--- config.mk ---
export PLATFORM = sky130hd
export DESIGN_NAME = sprite_blit_engine
export DESIGN_NICKNAME = d
export VERILOG_FILES = /design/src/rtl/sprite_blit_engine.sv
export SDC_FILE = /design/constraint.sdc
export NUM_CORES = 1
export LEC_CHECK = 0
export ABC_CLOCK_PERIOD_IN_PS = 4250
export BUFFER_PORTS_ARGS = -buffer_cell sky130_fd_sc_hd__buf_2
export CAP_MARGIN = 20
export CORE_MARGIN = 2
export CORE_UTILIZATION = 49
export DETAILED_ROUTE_END_ITERATION = 8
export PLACE_DENSITY = 0.77
export SYNTH_ARGS = -nofsm -noshare
export SYNTH_HDL_FRONTEND = slang
export SYNTH_SLANG_ARGS = --single-unit
--- constraint.sdc ---
create_clock -name Clk -period 4.25 [get_ports Clk]
set_clock_uncertainty 0.05 [all_clocks]
set_input_delay 0.2125 -clock Clk [delete_from_list [all_inputs] [get_ports Clk]]
set_output_delay 0.2125 -clock Clk [all_outputs]
set_load 0.05 [all_outputs]
--- src/rtl/sprite_blit_engine.sv ---
// Sprite blitter: walks an SPR_W x SPR_H sprite in ROM, drops key-coloured and
// off-screen texels, and writes the rest into the frame buffer over we/ready.
module sprite_blit_engine #(
   parameter int          SPR_W     = 32,
   parameter int          SPR_H     = 32,
   parameter int          SCREEN_W  = 640,
   parameter int          SCREEN_H  = 480,
   parameter logic [23:0] KEY_COLOR = 24'hFFFFFF,
   parameter int          ROM_BASE  = 0
) (
   input  logic        Clk,
   input  logic        Reset,
   input  logic        start,
   input  logic [9:0]  sprite_x,
   input  logic [9:0]  sprite_y,
   output logic [18:0] read_address,
   input  logic [23:0] rom_data,
   output logic [18:0] fb_addr,
   output logic [23:0] fb_data,
   output logic        fb_we,
   input  logic        fb_ready,
   output logic        busy,
   output logic        done
);

   localparam int CW = (SPR_W > 1) ? $clog2(SPR_W) : 1;
   localparam int RW = (SPR_H > 1) ? $clog2(SPR_H) : 1;

   typedef enum logic [2:0] {IDLE, ADDR, CAPT, WRITE, DONE} state_t;

   state_t        state, nxt;
   logic [9:0]    x0, y0;
   logic [CW-1:0] col, ncol;
   logic [RW-1:0] row, nrow;
   logic [10:0]   px, py;
   logic          last, skip, adv;

   assign last = (row == RW'(SPR_H - 1)) && (col == CW'(SPR_W - 1));
   assign px   = 11'(x0) + 11'(col);
   assign py   = 11'(y0) + 11'(row);
   assign skip = (rom_data == KEY_COLOR) || (px >= 11'(SCREEN_W)) || (py >= 11'(SCREEN_H));
   assign adv  = ((state == CAPT) && skip) || ((state == WRITE) && fb_ready);

   always_comb begin
      ncol = col + 1'b1;
      nrow = row;
      if (col == CW'(SPR_W - 1)) begin
         ncol = '0;
         nrow = row + 1'b1;
      end
   end

   always_ff @(posedge Clk) begin
      if (!Reset) state <= IDLE;
      else        state <= nxt;
   end

   always_comb begin
      nxt = state;
      case (state)
         IDLE:    if (start) nxt = ADDR;
         ADDR:    nxt = CAPT;
         CAPT:    if (!skip) nxt = WRITE;
                  else       nxt = last ? DONE : ADDR;
         WRITE:   if (fb_ready) nxt = last ? DONE : ADDR;
         DONE:    nxt = IDLE;
         default: nxt = IDLE;
      endcase
   end

   always_comb begin
      busy  = (state != IDLE);
      done  = (state == DONE);
      fb_we = (state == WRITE);
   end

   // read_address is loaded on the edge entering ADDR so the ROM sees it for
   // the whole ADDR cycle and returns data in CAPT; it stays put until advance.
   always_ff @(posedge Clk) begin
      if (!Reset) begin
         x0           <= '0;
         y0           <= '0;
         row          <= '0;
         col          <= '0;
         read_address <= '0;
         fb_addr      <= '0;
         fb_data      <= '0;
      end else begin
         if ((state == IDLE) && start) begin
            x0           <= sprite_x;
            y0           <= sprite_y;
            row          <= '0;
            col          <= '0;
            read_address <= 19'(ROM_BASE);
         end
         if ((state == CAPT) && !skip) begin
            fb_addr <= 19'(py) * 19'(SCREEN_W) + 19'(px);
            fb_data <= rom_data;
         end
         if (adv && !last) begin
            col          <= ncol;
            row          <= nrow;
            read_address <= 19'(ROM_BASE) + 19'(nrow) * 19'(SPR_W) + 19'(ncol);
         end
      end
   end

endmodule

; Word level (Yosys, flattened, before mapping)
; Index checks and enable logic that the tools add are counted.
[totals]
input_bits = 48
word_cells = 53
out_inout_bits = 65
register_bits = 95
[op_classes]
n_mux = 12
mul = 1
eq_ne = 9
n_reduce_logical = 15
n_addsub = 6
n_lt_le_gt_ge = 2
[op_table]
columns = cell, count
row1 = two-way mux 19 bit, 2
row2 = adder 10 x 5 -> 11 bit, 3
row3 = two-way mux 5 bit, 5
row4 = == test 24 bit (second input constant), 1
row5 = adder 19 x 11 -> 19 bit, 1
row6 = multiplier 11 x 3 -> 12 bit (second input constant), 1
row7 = two-way mux 3 bit, 4
row8 = case mux 3 bit (4 select lines), 1
row9 = >= comparator 11 x 10 -> 1 bit (second input constant), 1
row10 = >= comparator 11 x 9 -> 1 bit (second input constant), 1
row11 = adder 5 x 1 -> 5 bit (second input constant), 2
row12 = == test 5 bit (second input constant), 2
row13 = == test 3 x 2 -> 1 bit (second input constant), 2
row14 = logical AND 1 bit, 6
row15 = == test 3 x 1 -> 1 bit (second input constant), 1
row16 = == test 3 bit (second input constant), 1
row17 = logical NOT 3 bit, 1
row18 = logical OR 1 bit, 3
row19 = nonzero test 3 bit, 1
row20 = logical NOT 1 bit, 2
row21 = inequality test 2 x 1 -> 1 bit (second input constant), 1
row22 = inequality test 2 bit (second input constant), 1
row23 = AND reduction 2 bit, 1
row24 = nonzero test 2 bit, 1

; Logic depth before layout (Yosys ltp)
; Gate-level depths: netlist of run 1.
[logic_depth]
word_depth = 8
ltp_mapped = 17
mapped_depth_nobuf = 17

; Least setup slack after synthesis of run 1
; OpenSTA, ideal clock, no wires.
[synth_timing]
path_kind = register to register
startpoint = register row[0]
endpoint = register fb_addr[18]
required_time_ns = 4.109
synth_period_minus_slack_ns = 4.494
setup_ns = 0.091
path_stages_with_launch = 16
path_buffers = 0
slack_ns = -0.244
arrival_time_ns = 4.353
cell_sequence = dfxtp_1 > ha_1 > inv_1 > fa_1 > nor2b_1 > o31a_1 > a21oi_1 > ha_1 > fa_1 > a211oi_1 > nor2_1 > o31ai_1 > a21boi_0 > or4b_1 > xnor3_1 > a311oi_1
[synth_via]
elab_chain_cells = 5
elab_cells_between_ends = 7
cone_classes = add/sub: 2 / mul: 1 / order compare: 1 / reduce/logical: 3
[synth_rtl]
columns = element, line_no
row1 = "start, declared", 34  ; logic [RW-1:0] row, nrow;
row2 = "start signal, assigned", 102  ; row <= nrow;
row3 = adder 10 x 5 -> 11 bit *, 40  ; assign py = 11'(y0) + 11'(row);
row4 = "parallel branches: the longest is 4 deep, another holds adder 19 x 11 -> 19 bit", n/a
row5 = "end signal, assigned", 97  ; fb_addr <= 19'(py) * 19'(SCREEN_W) + 19'(px);
row6 = "end, declared", 18  ; output logic [18:0] fb_addr,
; Every way passes the cells marked *.
; A chain may end at the register's enable or synchronous reset.

; Worst setup path after layout of run 1
; Ends and elaborated chain as after synthesis.

==> results of run 1 <==
-- registers in the layout, summed over array words and instances, names as in the netlist --
name and cells:
row 4, fb_addr 19, read_address 2, x0 10, state 3, col 4, fb_data 24, y0 10
-- timing repair --
item | CTS | global route
resized for setup | 4 | 14
pin swaps | 4 | 7
setup buffers | 5 | 4
endpoints found under the setup margin | 1 | 2
-- power by group --
group	switching (µW)	internal, µW	leakage, µW
Combinational	415	174	0.00165
Sequential	39.1	762	0.000620
Clock	305	225	0.0000936
Total	759	1160	0.00236
-- critical path: stages, from the launching register on --
cell                       delay [ps]
sky130_fd_sc_hd__dfxtp_4          390
sky130_fd_sc_hd__ha_1             200
sky130_fd_sc_hd__inv_1             70
sky130_fd_sc_hd__fa_2             380
sky130_fd_sc_hd__nor2b_4          150
sky130_fd_sc_hd__o31a_1           190
sky130_fd_sc_hd__or2_2            140
sky130_fd_sc_hd__nand2_1           80
sky130_fd_sc_hd__xnor2_2          160
sky130_fd_sc_hd__ha_1             330
sky130_fd_sc_hd__ha_4             270
sky130_fd_sc_hd__o21ai_1          130
sky130_fd_sc_hd__o21a_1           200
sky130_fd_sc_hd__nor2_1            60
sky130_fd_sc_hd__o311a_1          300
sky130_fd_sc_hd__or4b_1           540
sky130_fd_sc_hd__xnor3_1          190
sky130_fd_sc_hd__a311oi_1         200
-- final timing paths --
path	end	cells past startpoint	start	slack, ps
worst max-delay path	fb_addr[18]$_SDFFE_PN0P_	17	row[0]$_SDFFE_PN0P_	130
worst min-delay path	y0[4]$_SDFFE_PN0P_	3	sprite_y[4]	40
worst max register to register	fb_addr[18]$_SDFFE_PN0P_	17	row[0]$_SDFFE_PN0P_	130
worst min register to register	y0[0]$_SDFFE_PN0P_	2	y0[0]$_SDFFE_PN0P_	420
-- per-stage QoR --
stage	total power (µW)	setup TNS [ps]
global placement	1370	0
CTS	1910	0
detailed placement	1380	-0.449
global route	2030	-46.0
finish	1920	0
floorplan	1250	0
-- layout make-up --
class                   count  area (µm²)
clock buffers               9         124
flip-flops and latches     76        1530
well taps                 111         139
inverters                   8        30.0
repair buffers            118         636
multi-input cells         429        2880
fillers                   833        3710
clock inverters             7        67.6
-- metal layers --
| layer | vias up | global-route usage | routed length (µm) |
|---|---|---|---|
| li1 | 2213 | - | - |
| met1 | 2051 | 0.319 | 5160 |
| met2 | 162 | 0.352 | 5400 |
| met3 | 16 | 0.0446 | 891 |
| met4 | 0 | 0.0537 | 147 |
| met5 | - | 0 | 0 |
-- synth_stat cells, drive strengths merged, types with 2 or more instances --
cell / number / area (µm²)
nor2b: 5 / 31.3
xor2: 4 / 35.0
dfxtp: 76 / 1520
fa: 4 / 80.1
o2111ai: 2 / 17.5
nor2: 20 / 75.1
or4: 5 / 41.3
nor4b: 3 / 32.5
buf: 22 / 133
a21o: 6 / 45.0
clkbuf: 26 / 97.6
nor4: 3 / 18.8
a211oi: 8 / 60.1
nand2b: 2 / 12.5
nand2: 49 / 184
a311oi: 9 / 78.8
a211o: 2 / 17.5
ha: 35 / 438
xnor2: 19 / 166
o311a: 2 / 20.0
o211ai: 11 / 82.6
and2: 4 / 25.0
o21a: 7 / 52.6
and4: 2 / 20.0
inv: 8 / 30.0
nand3: 45 / 225
and3: 4 / 25.0
nand4: 15 / 93.8
or2: 3 / 18.8
or3: 3 / 18.8
o31ai: 2 / 15.0
nand4b: 4 / 35.0
a21oi: 74 / 370
nor3: 5 / 25.0
a31oi: 5 / 31.3
o21bai: 3 / 22.5
o31a: 2 / 17.5
o21ai: 43 / 215
-- cell families after synthesis --
family | share of synthesized area
compound gates | 0.243
xor+xnor | 0.0493
fa+ha+maj | 0.114
buf+inv | 0.0573
flops | 0.335
other cells | 0.000826
simple gates | 0.200
==> flow_results.xml, run 1 <==
<?xml version="1.0" encoding="UTF-8"?>
<metrics>
  <group name="yosys">
    <metric name="synth_seq_area_share" unit="">0.335</metric>
    <metric name="synth-edff-count" unit="">0</metric>
    <metric name="netlist_instances" unit="">553</metric>
    <metric name="ys_ff_latch" unit="">76</metric>
    <metric name="warnings_from_yosys" unit="">0</metric>
    <metric name="synthFlopType" unit="">sky130_fd_sc_hd__dfxtp_1</metric>
    <metric name="ys_async_sr_fraction" unit="">0</metric>
    <metric name="syn-cell-area" unit="µm²">4540</metric>
    <metric name="avgSynthCellArea" unit="µm²">8.21</metric>
    <metric name="count_of_unique_library_cells_instantiated_by_yosys" unit="">55</metric>
  </group>
  <group name="critical_path">
    <metric name="cp_data_arrival_time" unit="ps">4330</metric>
    <metric name="cp_data_required_time" unit="ps">4460</metric>
    <metric name="criticalPathCategory" unit="">reg2reg</metric>
    <metric name="crit_path_max_fanout" unit="">7</metric>
    <metric name="cp-start-kind" unit="">register</metric>
    <metric name="setup.worst_path.end_class" unit="">register</metric>
  </group>
  <group name="routing">
    <metric name="num_vias" unit="">4442</metric>
    <metric name="routedWlPerCell" unit="µm">15.3</metric>
    <metric name="remaining_drc_errors" unit="">0</metric>
    <metric name="dr.first_iter.drc_count" unit="">165</metric>
    <metric name="vias_per_cell" unit="">5.86</metric>
    <metric name="detailedRoute.firstPassIterationCount" unit="">4</metric>
    <metric name="antenna_violating_nets_post_route" unit="">0</metric>
    <metric name="detail_route.wirelength" unit="µm">11600</metric>
  </group>
  <group name="power_and_ir_drop">
    <metric name="p_leak" unit="µW">0.00236</metric>
    <metric name="p_per_area" unit="nW/µm²">356</metric>
    <metric name="vdd_drop_max" unit="mV">0.161</metric>
  </group>
  <group name="global_routing">
    <metric name="global_route.usage.total" unit="">0.225</metric>
    <metric name="grt_start_max_net_pins" unit="">69</metric>
    <metric name="grt-ovfl-total" unit="">0</metric>
    <metric name="antenna_found_initial" unit="">0</metric>
    <metric name="grt_pass1_wl" unit="µm">18700</metric>
    <metric name="number_of_global_route_vias_before_repair" unit="">3984</metric>
  </group>
  <group name="clock_tree">
    <metric name="clockRootBuffer" unit="">sky130_fd_sc_hd__clkbuf_8</metric>
    <metric name="clk_latency" unit="ps">360</metric>
    <metric name="cts_max_path_buffers" unit="">2</metric>
    <metric name="cts_tree" unit="">yes</metric>
    <metric name="ctsHoldBuffers" unit="">0</metric>
    <metric name="cts_made_buffers" unit="">9</metric>
    <metric name="h-tree-depth" unit="">3</metric>
    <metric name="worst_setup_hold_path_clk_slew" unit="ps">90</metric>
    <metric name="cts_sinks" unit="">76</metric>
  </group>
  <group name="floorplanning">
    <metric name="fp.coreArea" unit="µm²">9110</metric>
    <metric name="num_rows" unit="">35</metric>
    <metric name="boundaryPins" unit="">113</metric>
    <metric name="die_h" unit="µm">100</metric>
    <metric name="floorplan.initialDensity" unit="">0.499</metric>
    <metric name="die_w" unit="µm">100</metric>
    <metric name="total_die_area" unit="µm²">10100</metric>
  </group>
  <group name="sta">
    <metric name="final-max-slew-violation-count" unit="">0</metric>
    <metric name="setup_viol_count_final" unit="">0</metric>
    <metric name="final_worst_path_cycle_share" unit="">0.969</metric>
    <metric name="hold-worst-slack" unit="ps">40.8</metric>
    <metric name="fmaxAchievable" unit="GHz">0.243</metric>
    <metric name="timing.slew.headroom" unit="">0.328</metric>
    <metric name="min_period" unit="ps">4120</metric>
    <metric name="worstMarginPinSlew" unit="ps">1010</metric>
    <metric name="fin_ws" unit="ps">134</metric>
    <metric name="timing_hold_violations_final" unit="">0</metric>
  </group>
  <group name="placed_design">
    <metric name="dpl_cell_area" unit="µm²">5040</metric>
    <metric name="detailedPlace.worstSlack" unit="ps">-0.449</metric>
    <metric name="portBuffers" unit="">103</metric>
    <metric name="globalplace.congestion" unit="">0.880</metric>
    <metric name="hpwl" unit="µm">8200</metric>
    <metric name="placed_cells_incl_taps" unit="">732</metric>
  </group>
  <group name="hold_path">
    <metric name="hold_class" unit="">in2reg</metric>
  </group>
  <group name="final_layout">
    <metric name="final_cell_mix" unit="">103 x sky130_fd_sc_hd__buf_2, 74 x sky130_fd_sc_hd__a21oi_1, 73 x sky130_fd_sc_hd__dfxtp_1, 49 x sky130_fd_sc_hd__nand2_1, 45 x sky130_fd_sc_hd__nand3_1</metric>
    <metric name="post_route_cells_drive_above_1_share" unit="">0.249</metric>
    <metric name="stdcell_area" unit="µm²">5400</metric>
    <metric name="final_net_count" unit="">729</metric>
    <metric name="syn2layout_area_growth" unit="%">18.9</metric>
    <metric name="antenna_cells_inserted" unit="">0</metric>
    <metric name="commonest_non_fill_non_tap_cell_in_the_layout" unit="">sky130_fd_sc_hd__buf_2</metric>
    <metric name="final_standard_cell_count_with_taps_included_and_fillers_excluded" unit="">758</metric>
    <metric name="postLayoutCoreUtil" unit="">0.593</metric>
  </group>
  <group name="run_status">
    <metric name="run_status" unit="">finished, final reports clean</metric>
  </group>
  <group name="flow_run">
    <metric name="maxCapViolations" unit="">0</metric>
  </group>
</metrics>
No activity file was read; power rests on OpenSTA's default activity.
==> run 2: changes to the inputs <==
PLACE_DENSITY = 0.8   (was 0.77)
==> run 2 against run 1 <==
Against the previous run:
- via count up 1.6%
- non-clock buffer count down 6
- combinational power about the same
- worst setup slack better by 12 ps
- sequential share of layout area about the same
- wire length up 3.3%
- highest routed layer unchanged
- global-route usage up 1.1 points
- critical endpoint unchanged
- register-to-register slack about the same
- sequential power about the same
==> flow_results.xml, run 2 (synthesis gave the netlist of run 1 again) <==
<?xml version="1.0" encoding="UTF-8"?>
<metrics>
  <group name="run_status">
    <metric name="run_status" unit="">finished, final reports clean</metric>
  </group>
  <group name="floorplanning">
    <metric name="floorplan.initialDensity" unit="">0.499</metric>
    <metric name="num_rows" unit="">35</metric>
    <metric name="fp.coreArea" unit="µm²">9110</metric>
    <metric name="total_die_area" unit="µm²">10100</metric>
    <metric name="boundaryPins" unit="">113</metric>
    <metric name="die_h" unit="µm">100</metric>
    <metric name="die_w" unit="µm">100</metric>
  </group>
  <group name="clock_tree">
    <metric name="cts_made_buffers" unit="">9</metric>
    <metric name="cts_max_path_buffers" unit="">2</metric>
    <metric name="worst_setup_hold_path_clk_slew" unit="ps">90</metric>
    <metric name="cts_sinks" unit="">76</metric>
    <metric name="cts_tree" unit="">yes</metric>
    <metric name="clk_latency" unit="ps">360</metric>
    <metric name="clockRootBuffer" unit="">sky130_fd_sc_hd__clkbuf_8</metric>
    <metric name="h-tree-depth" unit="">3</metric>
  </group>
  <group name="sta">
    <metric name="final_worst_path_cycle_share" unit="">0.966</metric>
    <metric name="min_period" unit="ps">4100</metric>
    <metric name="setup_total_negative_slack" unit="ps">0</metric>
    <metric name="worstMarginPinSlew" unit="ps">1010</metric>
    <metric name="hold-worst-slack" unit="ps">39.2</metric>
    <metric name="setup_viol_count_final" unit="">0</metric>
    <metric name="timing.slew.headroom" unit="">0.327</metric>
    <metric name="timing_hold_violations_final" unit="">0</metric>
    <metric name="final-max-slew-violation-count" unit="">0</metric>
    <metric name="fmaxAchievable" unit="GHz">0.244</metric>
  </group>
  <group name="critical_path">
    <metric name="worst_setup_path_startpoint" unit="">row[0]$_SDFFE_PN0P_</metric>
    <metric name="setup.worst_path.end_class" unit="">register</metric>
    <metric name="r2r_setup_slack" unit="ps">150</metric>
    <metric name="crit-reg2reg-launch" unit="">row[0]$_SDFFE_PN0P_</metric>
    <metric name="criticalPathCategory" unit="">reg2reg</metric>
    <metric name="crit_path_max_fanout" unit="">6</metric>
    <metric name="timing.reg2reg.worst_path_depth" unit="">17</metric>
    <metric name="cp-start-kind" unit="">register</metric>
    <metric name="worstReg2RegEnd" unit="">fb_addr[18]$_SDFFE_PN0P_</metric>
    <metric name="cp_data_arrival_time" unit="ps">4320</metric>
    <metric name="cp_data_required_time" unit="ps">4460</metric>
  </group>
  <group name="global_routing">
    <metric name="number_of_global_route_vias_before_repair" unit="">4203</metric>
    <metric name="met2_usage_in_global_routing" unit="">0.390</metric>
    <metric name="groute.layer.met1.usage" unit="">0.316</metric>
    <metric name="grt_start_max_net_pins" unit="">69</metric>
    <metric name="grt_most_used_layer" unit="">met2</metric>
    <metric name="antenna_found_initial" unit="">0</metric>
    <metric name="grt-ovfl-total" unit="">0</metric>
    <metric name="global_route.usage.total" unit="">0.235</metric>
    <metric name="grt_pass1_wl" unit="µm">19400</metric>
    <metric name="groute.layer.met3.usage" unit="">0.0404</metric>
  </group>
  <group name="hold_path">
    <metric name="worst_min_path_start" unit="">sprite_y[6]</metric>
    <metric name="hold-path-endpoint" unit="">y0[6]$_SDFFE_PN0P_</metric>
    <metric name="hold_path_depth" unit="">3</metric>
    <metric name="hold_class" unit="">in2reg</metric>
  </group>
  <group name="final_layout">
    <metric name="largest-register" unit="">fb_data</metric>
    <metric name="commonest_non_fill_non_tap_cell_in_the_layout" unit="">sky130_fd_sc_hd__buf_2</metric>
    <metric name="top_regs" unit="">fb_data x24, fb_addr x19</metric>
    <metric name="final_cell_mix" unit="">103 x sky130_fd_sc_hd__buf_2, 73 x sky130_fd_sc_hd__a21oi_1, 73 x sky130_fd_sc_hd__dfxtp_1, 49 x sky130_fd_sc_hd__nand2_1, 45 x sky130_fd_sc_hd__nand3_1</metric>
    <metric name="final_standard_cell_count_with_taps_included_and_fillers_excluded" unit="">752</metric>
    <metric name="largest_reg_flops" unit="">24</metric>
    <metric name="stdcell_area" unit="µm²">5410</metric>
    <metric name="post_route_cells_drive_above_1_share" unit="">0.254</metric>
    <metric name="syn2layout_area_growth" unit="%">19.0</metric>
    <metric name="final_net_count" unit="">723</metric>
    <metric name="antenna_cells_inserted" unit="">0</metric>
  </group>
  <group name="placed_design">
    <metric name="portBuffers" unit="">103</metric>
    <metric name="hpwl" unit="µm">8570</metric>
    <metric name="globalplace.congestion" unit="">0.957</metric>
    <metric name="placed_cells_incl_taps" unit="">731</metric>
    <metric name="dpl_cell_area" unit="µm²">5040</metric>
  </group>
  <group name="power_and_ir_drop">
    <metric name="switching_share" unit="">0.371</metric>
    <metric name="p_per_area" unit="nW/µm²">373</metric>
    <metric name="power_report.internal_total" unit="µW">1270</metric>
    <metric name="combinational_share_of_power" unit="">0.292</metric>
    <metric name="power.clock.fraction" unit="">0.310</metric>
    <metric name="vdd_drop_max" unit="mV">0.190</metric>
    <metric name="power_switching" unit="µW">748</metric>
    <metric name="p_leak" unit="µW">0.00235</metric>
    <metric name="seqPwrFrac" unit="">0.398</metric>
  </group>
  <group name="routing">
    <metric name="dr.first_iter.drc_count" unit="">351</metric>
    <metric name="routedWlPerCell" unit="µm">15.9</metric>
    <metric name="detailedRoute.firstPassIterationCount" unit="">5</metric>
    <metric name="vias_per_cell" unit="">6.00</metric>
    <metric name="remaining_drc_errors" unit="">0</metric>
    <metric name="num_vias" unit="">4511</metric>
    <metric name="antenna_violating_nets_post_route" unit="">0</metric>
    <metric name="detail_route.wirelength" unit="µm">12000</metric>
  </group>
  <group name="flow_run">
    <metric name="maxCapViolations" unit="">0</metric>
  </group>
</metrics>
[run 2: cell types whose count changed in the layout (fill, tap and decap cells not counted), sizes merged]
cell	delta
bufinv	+2
clkinv	-1
buf	-6
clkinvlp	-1
inv	-1
clkbuf	+1
[run 2: layout make-up]
type,count,area (µm²)
Inverter,8,30.0
Sequential cell,76,1530
Tap cell,111,139
Fill cell,791,3700
Timing Repair Buffer,112,591
Multi-Input combinational cell,429,2900
Clock inverter,6,95.1
Clock buffer,10,128
[run 2: worst max-delay path by stage]
stage / end / slack, ps / cells past startpoint
6_report: fb_addr[18]$_SDFFE_PN0P_ / 150 / 17
3_5_place_dp: fb_addr[18]$_SDFFE_PN0P_ / -40 / 16
5_1_grt: fb_addr[18]$_SDFFE_PN0P_ / -60 / 17
2_1_floorplan: fb_addr[18]$_SDFFE_PN0P_ / 40 / 15
3_3_place_gp: fb_addr[18]$_SDFFE_PN0P_ / 140 / 17
4_1_cts: fb_addr[18]$_SDFFE_PN0P_ / 1 / 17
[run 2: critical path: stages (launching register included)]
cell and delay [ps]:
sky130_fd_sc_hd__dfxtp_4 390, sky130_fd_sc_hd__ha_2 190, sky130_fd_sc_hd__inv_1 60, sky130_fd_sc_hd__fa_2 350, sky130_fd_sc_hd__nor2b_1 180, sky130_fd_sc_hd__o31a_1 200, sky130_fd_sc_hd__or2_2 140, sky130_fd_sc_hd__nand2_1 80
sky130_fd_sc_hd__xnor2_2 160, sky130_fd_sc_hd__ha_1 340, sky130_fd_sc_hd__ha_4 270, sky130_fd_sc_hd__o21ai_2 80, sky130_fd_sc_hd__o21a_1 190, sky130_fd_sc_hd__nor2_1 70, sky130_fd_sc_hd__o311a_1 310, sky130_fd_sc_hd__or4b_4 530
sky130_fd_sc_hd__xnor3_1 210, sky130_fd_sc_hd__a311oi_2 200
[run 2: power by group through the flow]
stage                     registers, µW  logic [µW]  clock network [µW]
after floorplan                     916         338                   0
after global placement              816         549                   0
after detailed placement            819         559                   0
after CTS                           803         566                 640
after global routing                810         638                 661
final                               802         588                 626
[run 2: routing by layer]
layer  vias to the layer above  routed length (µm)
li1                       2189                   -
met1                      2110                5240
met2                       192                5750
met3                        20                 838
met4                         0                 153
met5                         -                   0
[run 2: what timing repair did]
item	CTS	global route
pin swaps	5	8
hold buffers	0	0
endpoints found under the setup margin	1	1
setup buffers	2	2
gates resized for setup	5	22
[run 2: stage by stage]
step	setup WS (ps)	power, µW	utilization
floorplan	43.9	1250	-
global placement	142	1370	0.553
detailed placement	-37.7	1380	0.553
CTS	1.36	2010	0.582
global route	-63.9	2110	0.593
finish	146	2020	0.593
